## src/rtl/rv_instr_encoder.sv

```systemverilog
// Streaming RV32I instruction encoder: packs decoded field bundles into 32-bit
// instruction words with sequential word addresses for memory-image building.
module rv_instr_encoder #(
   parameter int unsigned ADDR_W    = 10,
   parameter int unsigned BASE_ADDR = 0
) (
   input  logic              clk,
   input  logic              rst_n,
   input  logic              in_start,
   input  logic              in_valid,
   output logic              in_ready,
   input  logic              in_last,
   input  logic [2:0]        in_format,
   input  logic [6:0]        in_opcode,
   input  logic [4:0]        in_rd,
   input  logic [4:0]        in_rs1,
   input  logic [4:0]        in_rs2,
   input  logic [2:0]        in_funct3,
   input  logic [6:0]        in_funct7,
   input  logic [31:0]       in_imm,
   output logic              out_valid,
   input  logic              out_ready,
   output logic [31:0]       out_instruction,
   output logic [ADDR_W-1:0] out_addr,
   output logic              out_illegal,
   output logic              out_done,
   output logic              out_wrap,
   output logic [7:0]        out_err_count
);
   localparam int unsigned ILEN  = 32;
   localparam int unsigned ERR_W = 8;
   localparam logic [ILEN-1:0]  NOP_WORD = 32'h0000_0013;
   localparam logic [6:0]       OP_IMM   = 7'b0010011;
   localparam logic [ERR_W-1:0] ERR_MAX  = 8'hFF;

   localparam logic [2:0] FMT_R = 3'd0;
   localparam logic [2:0] FMT_I = 3'd1;
   localparam logic [2:0] FMT_S = 3'd2;
   localparam logic [2:0] FMT_B = 3'd3;
   localparam logic [2:0] FMT_U = 3'd4;
   localparam logic [2:0] FMT_J = 3'd5;

   typedef enum logic [1:0] {ST_IDLE, ST_STREAM, ST_DRAIN} state_e;

   state_e              state_q, state_d;
   logic                out_valid_q, out_valid_d;
   logic [ILEN-1:0]     instr_q, instr_d;
   logic [ADDR_W-1:0]   addr_q, addr_d;
   logic                illegal_q, illegal_d;
   logic                done_q, done_d;
   logic                wrap_q, wrap_d;
   logic [ERR_W-1:0]    err_q, err_d;

   logic                accept;
   logic                out_hs;
   logic                is_shift;
   logic [ILEN-1:0]     enc_word;
   logic                enc_illegal;

   assign in_ready = (state_q == ST_STREAM) && (!out_valid_q || out_ready);
   assign accept   = in_valid && in_ready;
   assign out_hs   = out_valid_q && out_ready;

   // Field packing; unencodable bundles are flagged and replaced by addi x0,x0,0.
   always_comb begin
      enc_word    = NOP_WORD;
      enc_illegal = 1'b0;
      is_shift    = (in_opcode == OP_IMM) && ((in_funct3 == 3'b001) || (in_funct3 == 3'b101));
      case (in_format)
         FMT_R: enc_word = {in_funct7, in_rs2, in_rs1, in_funct3, in_rd, in_opcode};
         FMT_I: begin
            if (is_shift) begin
               enc_word    = {in_funct7, in_imm[4:0], in_rs1, in_funct3, in_rd, in_opcode};
               enc_illegal = |in_imm[31:5];
            end else begin
               enc_word    = {in_imm[11:0], in_rs1, in_funct3, in_rd, in_opcode};
               enc_illegal = in_imm != {{20{in_imm[11]}}, in_imm[11:0]};
            end
         end
         FMT_S: begin
            enc_word    = {in_imm[11:5], in_rs2, in_rs1, in_funct3, in_imm[4:0], in_opcode};
            enc_illegal = in_imm != {{20{in_imm[11]}}, in_imm[11:0]};
         end
         FMT_B: begin
            enc_word    = {in_imm[12], in_imm[10:5], in_rs2, in_rs1, in_funct3,
                           in_imm[4:1], in_imm[11], in_opcode};
            enc_illegal = (in_imm != {{19{in_imm[12]}}, in_imm[12:0]}) || in_imm[0];
         end
         FMT_U: begin
            enc_word    = {in_imm[31:12], in_rd, in_opcode};
            enc_illegal = |in_imm[11:0];
         end
         FMT_J: begin
            enc_word    = {in_imm[20], in_imm[10:1], in_imm[11], in_imm[19:12], in_rd, in_opcode};
            enc_illegal = (in_imm != {{11{in_imm[20]}}, in_imm[20:0]}) || in_imm[0];
         end
         default: enc_illegal = 1'b1;
      endcase
      if (enc_illegal) begin
         enc_word = NOP_WORD;
      end
   end

   // Burst sequencing, output register and address/error bookkeeping.
   always_comb begin
      state_d     = state_q;
      out_valid_d = out_valid_q;
      instr_d     = instr_q;
      addr_d      = addr_q;
      illegal_d   = illegal_q;
      done_d      = 1'b0;
      wrap_d      = wrap_q;
      err_d       = err_q;

      case (state_q)
         ST_IDLE: begin
            if (in_start) begin
               addr_d  = ADDR_W'(BASE_ADDR);
               wrap_d  = 1'b0;
               err_d   = '0;
               state_d = ST_STREAM;
            end
         end
         ST_STREAM: begin
            if (accept && in_last) begin
               state_d = ST_DRAIN;
            end
         end
         ST_DRAIN: begin
            if (out_hs) begin
               done_d  = 1'b1;
               state_d = ST_IDLE;
            end
         end
         default: state_d = ST_IDLE;
      endcase

      if (out_hs) begin
         out_valid_d = 1'b0;
         addr_d      = addr_q + ADDR_W'(1);
         if (&addr_q) begin
            wrap_d = 1'b1;
         end
      end

      // A new accept in the same cycle as a handshake refills the register.
      if (accept) begin
         out_valid_d = 1'b1;
         instr_d     = enc_word;
         illegal_d   = enc_illegal;
         if (enc_illegal && (err_q != ERR_MAX)) begin
            err_d = err_q + ERR_W'(1);
         end
      end
   end

   always_ff @(posedge clk or negedge rst_n) begin
      if (!rst_n) begin
         state_q     <= ST_IDLE;
         out_valid_q <= 1'b0;
         instr_q     <= '0;
         addr_q      <= '0;
         illegal_q   <= 1'b0;
         done_q      <= 1'b0;
         wrap_q      <= 1'b0;
         err_q       <= '0;
      end else begin
         state_q     <= state_d;
         out_valid_q <= out_valid_d;
         instr_q     <= instr_d;
         addr_q      <= addr_d;
         illegal_q   <= illegal_d;
         done_q      <= done_d;
         wrap_q      <= wrap_d;
         err_q       <= err_d;
      end
   end

   assign out_valid       = out_valid_q;
   assign out_instruction = instr_q;
   assign out_addr        = addr_q;
   assign out_illegal     = illegal_q;
   assign out_done        = done_q;
   assign out_wrap        = wrap_q;
   assign out_err_count   = err_q;

endmodule

```

## config.mk

```make
export PLATFORM = sky130hd
export DESIGN_NAME = rv_instr_encoder
export DESIGN_NICKNAME = d
export VERILOG_FILES = /design/src/rtl/rv_instr_encoder.sv
export SDC_FILE = /design/constraint.sdc
export NUM_CORES = 1
export LEC_CHECK = 0
export ABC_AREA = 1
export ABC_CLOCK_PERIOD_IN_PS = 2420
export CAP_MARGIN = 5
export CORE_ASPECT_RATIO = 1.2
export CORE_MARGIN = 4
export CORE_UTILIZATION = 40
export CTS_CLUSTER_DIAMETER = 120
export CTS_CLUSTER_SIZE = 30
export DETAILED_ROUTE_END_ITERATION = 12
export HOLD_SLACK_MARGIN = 0.15
export MAX_ROUTING_LAYER = met4
export PLACE_DENSITY = 0.7
export SKIP_CTS_REPAIR_TIMING = 1
export SKIP_LAST_GASP = 1
export SLEW_MARGIN = 20
export SYNTH_ARGS = -nofsm -noshare
export SYNTH_HDL_FRONTEND = slang
export SYNTH_SLANG_ARGS = --single-unit
```

## constraint.sdc

```tcl
create_clock -name clk -period 2.42 [get_ports clk]
set_input_delay 0.363 -clock clk [delete_from_list [all_inputs] [get_ports clk]]
set_output_delay 0.363 -clock clk [all_outputs]
set_load 0.1 [all_outputs]
```

== Yosys cells after proc, flatten, opt, wreduce, memory -nomap -nowiden ==
Index checks and enable logic that the tools add are counted.

* Output and inout port bits: 55
* Register bits after elaboration: 56
* Word-level logic and storage cells: 72
* Input bits: 73

* Add/subtract/negate cells: 2
* Eq/ne operators: 17
* Muxes and demuxes: 24
* Reduce and logical (&&, ||, !) cells: 21

{| class="wikitable"
|+ Operator list
! kind !! number
|-
| $pmux 32 s6 || 1
|-
| $mux 32 || 2
|-
| $mux 8 || 4
|-
| $mux 10 || 3
|-
| $reduce_or 27->1 || 1
|-
| $ne 20x20->1 || 1
|-
| $ne 19x19->1 || 1
|-
| $reduce_or 12->1 || 1
|-
| $ne 11x11->1 || 1
|-
| $add 10x1->10 const B || 1
|-
| $reduce_and 10->1 || 1
|-
| $eq 3x3->1 const B || 3
|-
| $mux 1 || 9
|-
| $add 8x1->8 const B || 1
|-
| $ne 8x8->1 const B || 1
|-
| $eq 7x5->1 const B || 1
|-
| $eq 3x1->1 const B || 2
|-
| $eq 3x2->1 const B || 2
|-
| $logic_and 1x1->1 || 6
|-
| $mux 2 || 3
|-
| $pmux 1 s6 || 1
|-
| $pmux 2 s3 || 1
|-
| $reduce_bool 2->1 || 3
|-
| $logic_or 1x1->1 || 4
|-
| 9 further kinds || 10
|}

== Depth between registers and ports, before layout ==
* Depth after elaboration: 8
* Gate-level depth with buffers: 14
* Depth with buffers taken out: 14

== Worst setup path before layout ==
OpenSTA, ideal clock, no wires.

* Path type: register -> register
* Start: register out_valid_q, in the netlist out_valid
* End: register instr_q[10], in the netlist out_instruction[10]
* Required time: 2.346 ns
* Arrival: 2.620 ns
* Buffers on the path: 1
* Period minus slack after synthesis: 2.694 ns
* Cell stages (with the launch flop): 8
* Library setup time: 0.074 ns
* Path slack: -0.274 ns
* Cell sequence: dfrtp_1 -> inv_1 -> o211a_1 -> nand2_1 -> nor2_1 -> clkbuf_1 -> nand2_1 -> o21ai_2

* Longest elaborated chain between the ends: 4

{| class="wikitable"
|+ Ends and longest elaborated chain
! what !! RTL line !! text
|-
| start: declaration || 46 || <nowiki>logic out_valid_q, out_valid_d;</nowiki>
|-
| start signal: assignment || 169 || <nowiki>out_valid_q <= out_valid_d;</nowiki>
|-
| $logic_not 1->1 || 60 || <nowiki>assign in_ready = (state_q == ST_STREAM) && (!out_valid_q || out_ready);</nowiki>
|-
| $logic_or 1x1->1 || 60 ||
|-
| $logic_and 1x1->1 || 60 ||
|-
| via in_ready || 11 || <nowiki>output logic in_ready,</nowiki>
|-
| $logic_and 1x1->1 || 61 || <nowiki>assign accept = in_valid && in_ready;</nowiki>
|-
| end signal: assignment || 170 || <nowiki>instr_q <= instr_d;</nowiki>
|-
| end: declaration || 47 || <nowiki>logic [ILEN-1:0] instr_q, instr_d;</nowiki>
|}

The timed path passes the listed nets, and every way through them passes these cells.
A chain may end at the register's enable or synchronous reset.

== Worst setup path after layout ==
* Start: input in_imm[14]
* End: register instr_q[19], in the netlist out_instruction[19]

* Longest elaborated chain between the ends: 4
* Elaborated cells between the ends (all ways): 7
* Classes of those cells: 2 x eq/ne; 3 x mux; 2 x reduce/logical

{| class="wikitable"
|+ Ends and longest elaborated chain
! what !! RTL line !! text
|-
| start: declaration || 20 || <nowiki>input logic [31:0] in_imm,</nowiki>
|-
| $ne 20x20->1, or another cell as far along || 77, 82 ||
|-
| $mux 1 or $logic_or 1x1->1 (tied branches) || 72, 87 ||
|-
| $pmux 1 s6 * || 69 || <nowiki>case (in_format)</nowiki>
|-
| $mux 32 * || 99 || <nowiki>if (enc_illegal) begin</nowiki>
|}

Mark *: on every way between the ends. The rest lies on a longest branch, timed or not.

==> metrics.cfg <==
[logic_synthesis]
synthCells=527
synth_fp_nets=603
synth_area_mm2=0.00369
synthArstFlopShare=1.00
synth_seq_area_share=0.380
ys.flop_type=dfrtp_1
ys_seq_elements=56
yosys.area.top_type=dfrtp_1
avgSynthCellArea_um2=7.00
synth_edf_count=0
ys_types=42
synth_top_area_frac=0.380
synth_common_cells=nand2_1, inv_1, dfrtp_1
yosysMostFrequentCell=nand2_1
synthTopCellsByArea=dfrtp_1, nand2_1, inv_1
ys_warn_count=0

[pwr]
power.internal_mw=2.26
p_total_mw=5.31
p_per_area_mw_per_mm2=1010
power.leakage_nw=2.62
pwr-share-clk=0.112
power_frac_seq=0.259
power_switching_mw=3.06
peakVddDrop_uv=836
power_frac_comb=0.629
swShare=0.575

[critical_path]
cp-startpoint=in_imm[14]
cp-start-kind=input port
cp.required_ps=2650
slowest_delay_ps=450
slowest_stage=clkdlybuf4s50_1
r2r-start=state_q[1]$_DFFE_PN0P_
reg2reg_depth=7
cp_cell_sequence=clkdlybuf4s50_1 > nor2_1 > nand3_1 > o21ai_0 > nand3_1 > nor2_1 > nor2_2 > nor2_4 > nand2_4 > buf_12 > o21ai_2
endpoint_kind=register
crit_family=simple AND/OR/NAND/NOR gates
r2r_end=out_instruction[19]$_DFFE_PN0P_
critPathKind=in2reg
cp_num_buf_inv=2
critPathMaxFanout=19
arrival_ps=2240
endpoint=out_instruction[19]$_DFFE_PN0P_
r2r_setup_slack_ps=540
cp_num_cells=11

[hold_path]
min_path_type=reg2reg

[drt]
dr.first_iter.drc_count=179
drc_errors=0
via_per_inst=4.97
dr_total_vias=3977
ant_nets=0
wl_per_cell_um=14.8
dr.pass1.iters=4
routed_wirelength_mm=11.8

[flow_run]
drv_cap=0

[final_layout]
drive_above_1_share=0.194
fin_area_mm2=0.00526
multi_input_area_mm2=0.00197
area_growth_pct=42.5
fill_cells=872
diodes=0
seqCellArea_mm2=0.00140
final_util=0.582
final_nets=755

[placed_design]
dp_slack_ps=110
place_area_mm2=0.00514
gp_congestion=0.927
hpwl_mm=9.90
portBuffers=127

[cts]
clockBufferDepth=2
insertion_delay_ps=300
root_buffer=clkbuf_8
clk_pin_slew_ps=90
numCtsBuffers=5
htree_levels=2
cts.sinks=56
cts_tree=built

[global_route]
grt_pass1_vias=4078
grt_pass1_wl_mm=19.0
antenna_found_initial=0
grt_use_total=0.226
grt_max_degree=40
grt-ovfl-total=0

[die]
rows=38
start_util=0.408
die-area_mm2=0.0108
io_pins=128
coreArea_mm2=0.00903
die_w_um=95.7
die_h_um=113

[timing]
setup_viol=0
setup_tns_ps=0
slew-limit-headroom=0.612
clock.fmax_mhz=497
finalHoldViolations=0
tightest_slew_ps=580
finalCritPeriodShare=0.832
fin_worst_skew_ps=6.33
grt_setup_unrepaired=no
worst_slack_ps=408
layout_min_cycle_time_ps=2010
slew_viol_final=0

[run_status]
outcome=finished, final reports clean

## cells by family (layout without fill, tap and decap cells)
logic type,count (synthesis),in the layout,share of synthesized area
adders and majority gates,3,3,0.0102
xor gates and xnor gates,6,6,0.0142
AOI/OAI and AO/OA,86,86,0.154
buffers and inverters,79,232,0.0889
DFF,56,56,0.380
and+or+nand+nor,297,297,0.352
## worst min-delay path, delay by kind of cell (launching register included)
family | cells | cell delay (ps)
flops | 1 | 350
simple gates | 2 | 100
## layout by cell type, fill, tap and decap left out, types with 10 or more instances in the layout
cell	n
dfrtp_1	56
buf_4	81
o21ai_0	33
nand2_1	165
o21ai_2	20
a21oi_1	11
nand4_1	10
nor3_1	11
clkdlybuf4s50_1	71
inv_1	61
nand3_1	45
nor2_1	45
## sequential cells by signal, indices dropped and copies added, names as in the netlist
register / flops
out_addr: 10
out_err_count: 8
out_instruction: 32
out_done: 1
out_illegal: 1
out_valid: 1
out_wrap: 1
state_q: 2
## routing by layer
| layer | GRT usage | part of all wire |
|---|---|---|
| met1 | 0.274 | 0.41 |
| met2 | 0.389 | 0.51 |
| met3 | 0.0259 | 0.056 |
| met4 | 0.0731 | 0.021 |
| met5 | - | 0 |
## worst min path at each step
stage | start | to | slack [ps] | depth (start not counted)
after floorplan | rst_n | out_addr[0]$_DFFE_PN0P_ | 70 | 0
after global placement | rst_n | out_addr[3]$_DFFE_PN0P_ | 350 | 1
after detailed placement | rst_n | out_addr[4]$_DFFE_PN0P_ | 360 | 1
after CTS | rst_n | out_addr[4]$_DFFE_PN0P_ | 20 | 1
after global routing | out_instruction[7]$_DFFE_PN0P_ | out_instruction[7]$_DFFE_PN0P_ | 510 | 2
final | out_instruction[6]$_DFFE_PN0P_ | out_instruction[6]$_DFFE_PN0P_ | 490 | 2
## power groups by stage
stage               sequential [mW]  combinational (mW)  clock [mW]
finish                         1.38                3.34       0.595
global route                   1.41                3.50       0.652
CTS                            1.38                3.35       0.609
detailed placement             1.39                3.35           0
global placement               1.39                3.32           0
floorplan                      3.10               0.755           0
## area by class of cell
| type | instances | share of cell area |
|---|---|---|
| multi-input combinational | 392 | 0.374 |
| sequential | 56 | 0.267 |
| timing repair buffer | 156 | 0.261 |
| inverter | 68 | 0.0490 |
| tap | 120 | 0.0286 |
| clock buffer | 6 | 0.0138 |
| clock inverter | 2 | 0.00666 |
## per-stage QoR
step,hold slack [ps],instances
floorplan,67.4,527
finish,488,800
CTS,20.5,799
detailed placement,355,791
global route,514,800
global placement,348,791
Power figures use the tool's default switching activity.
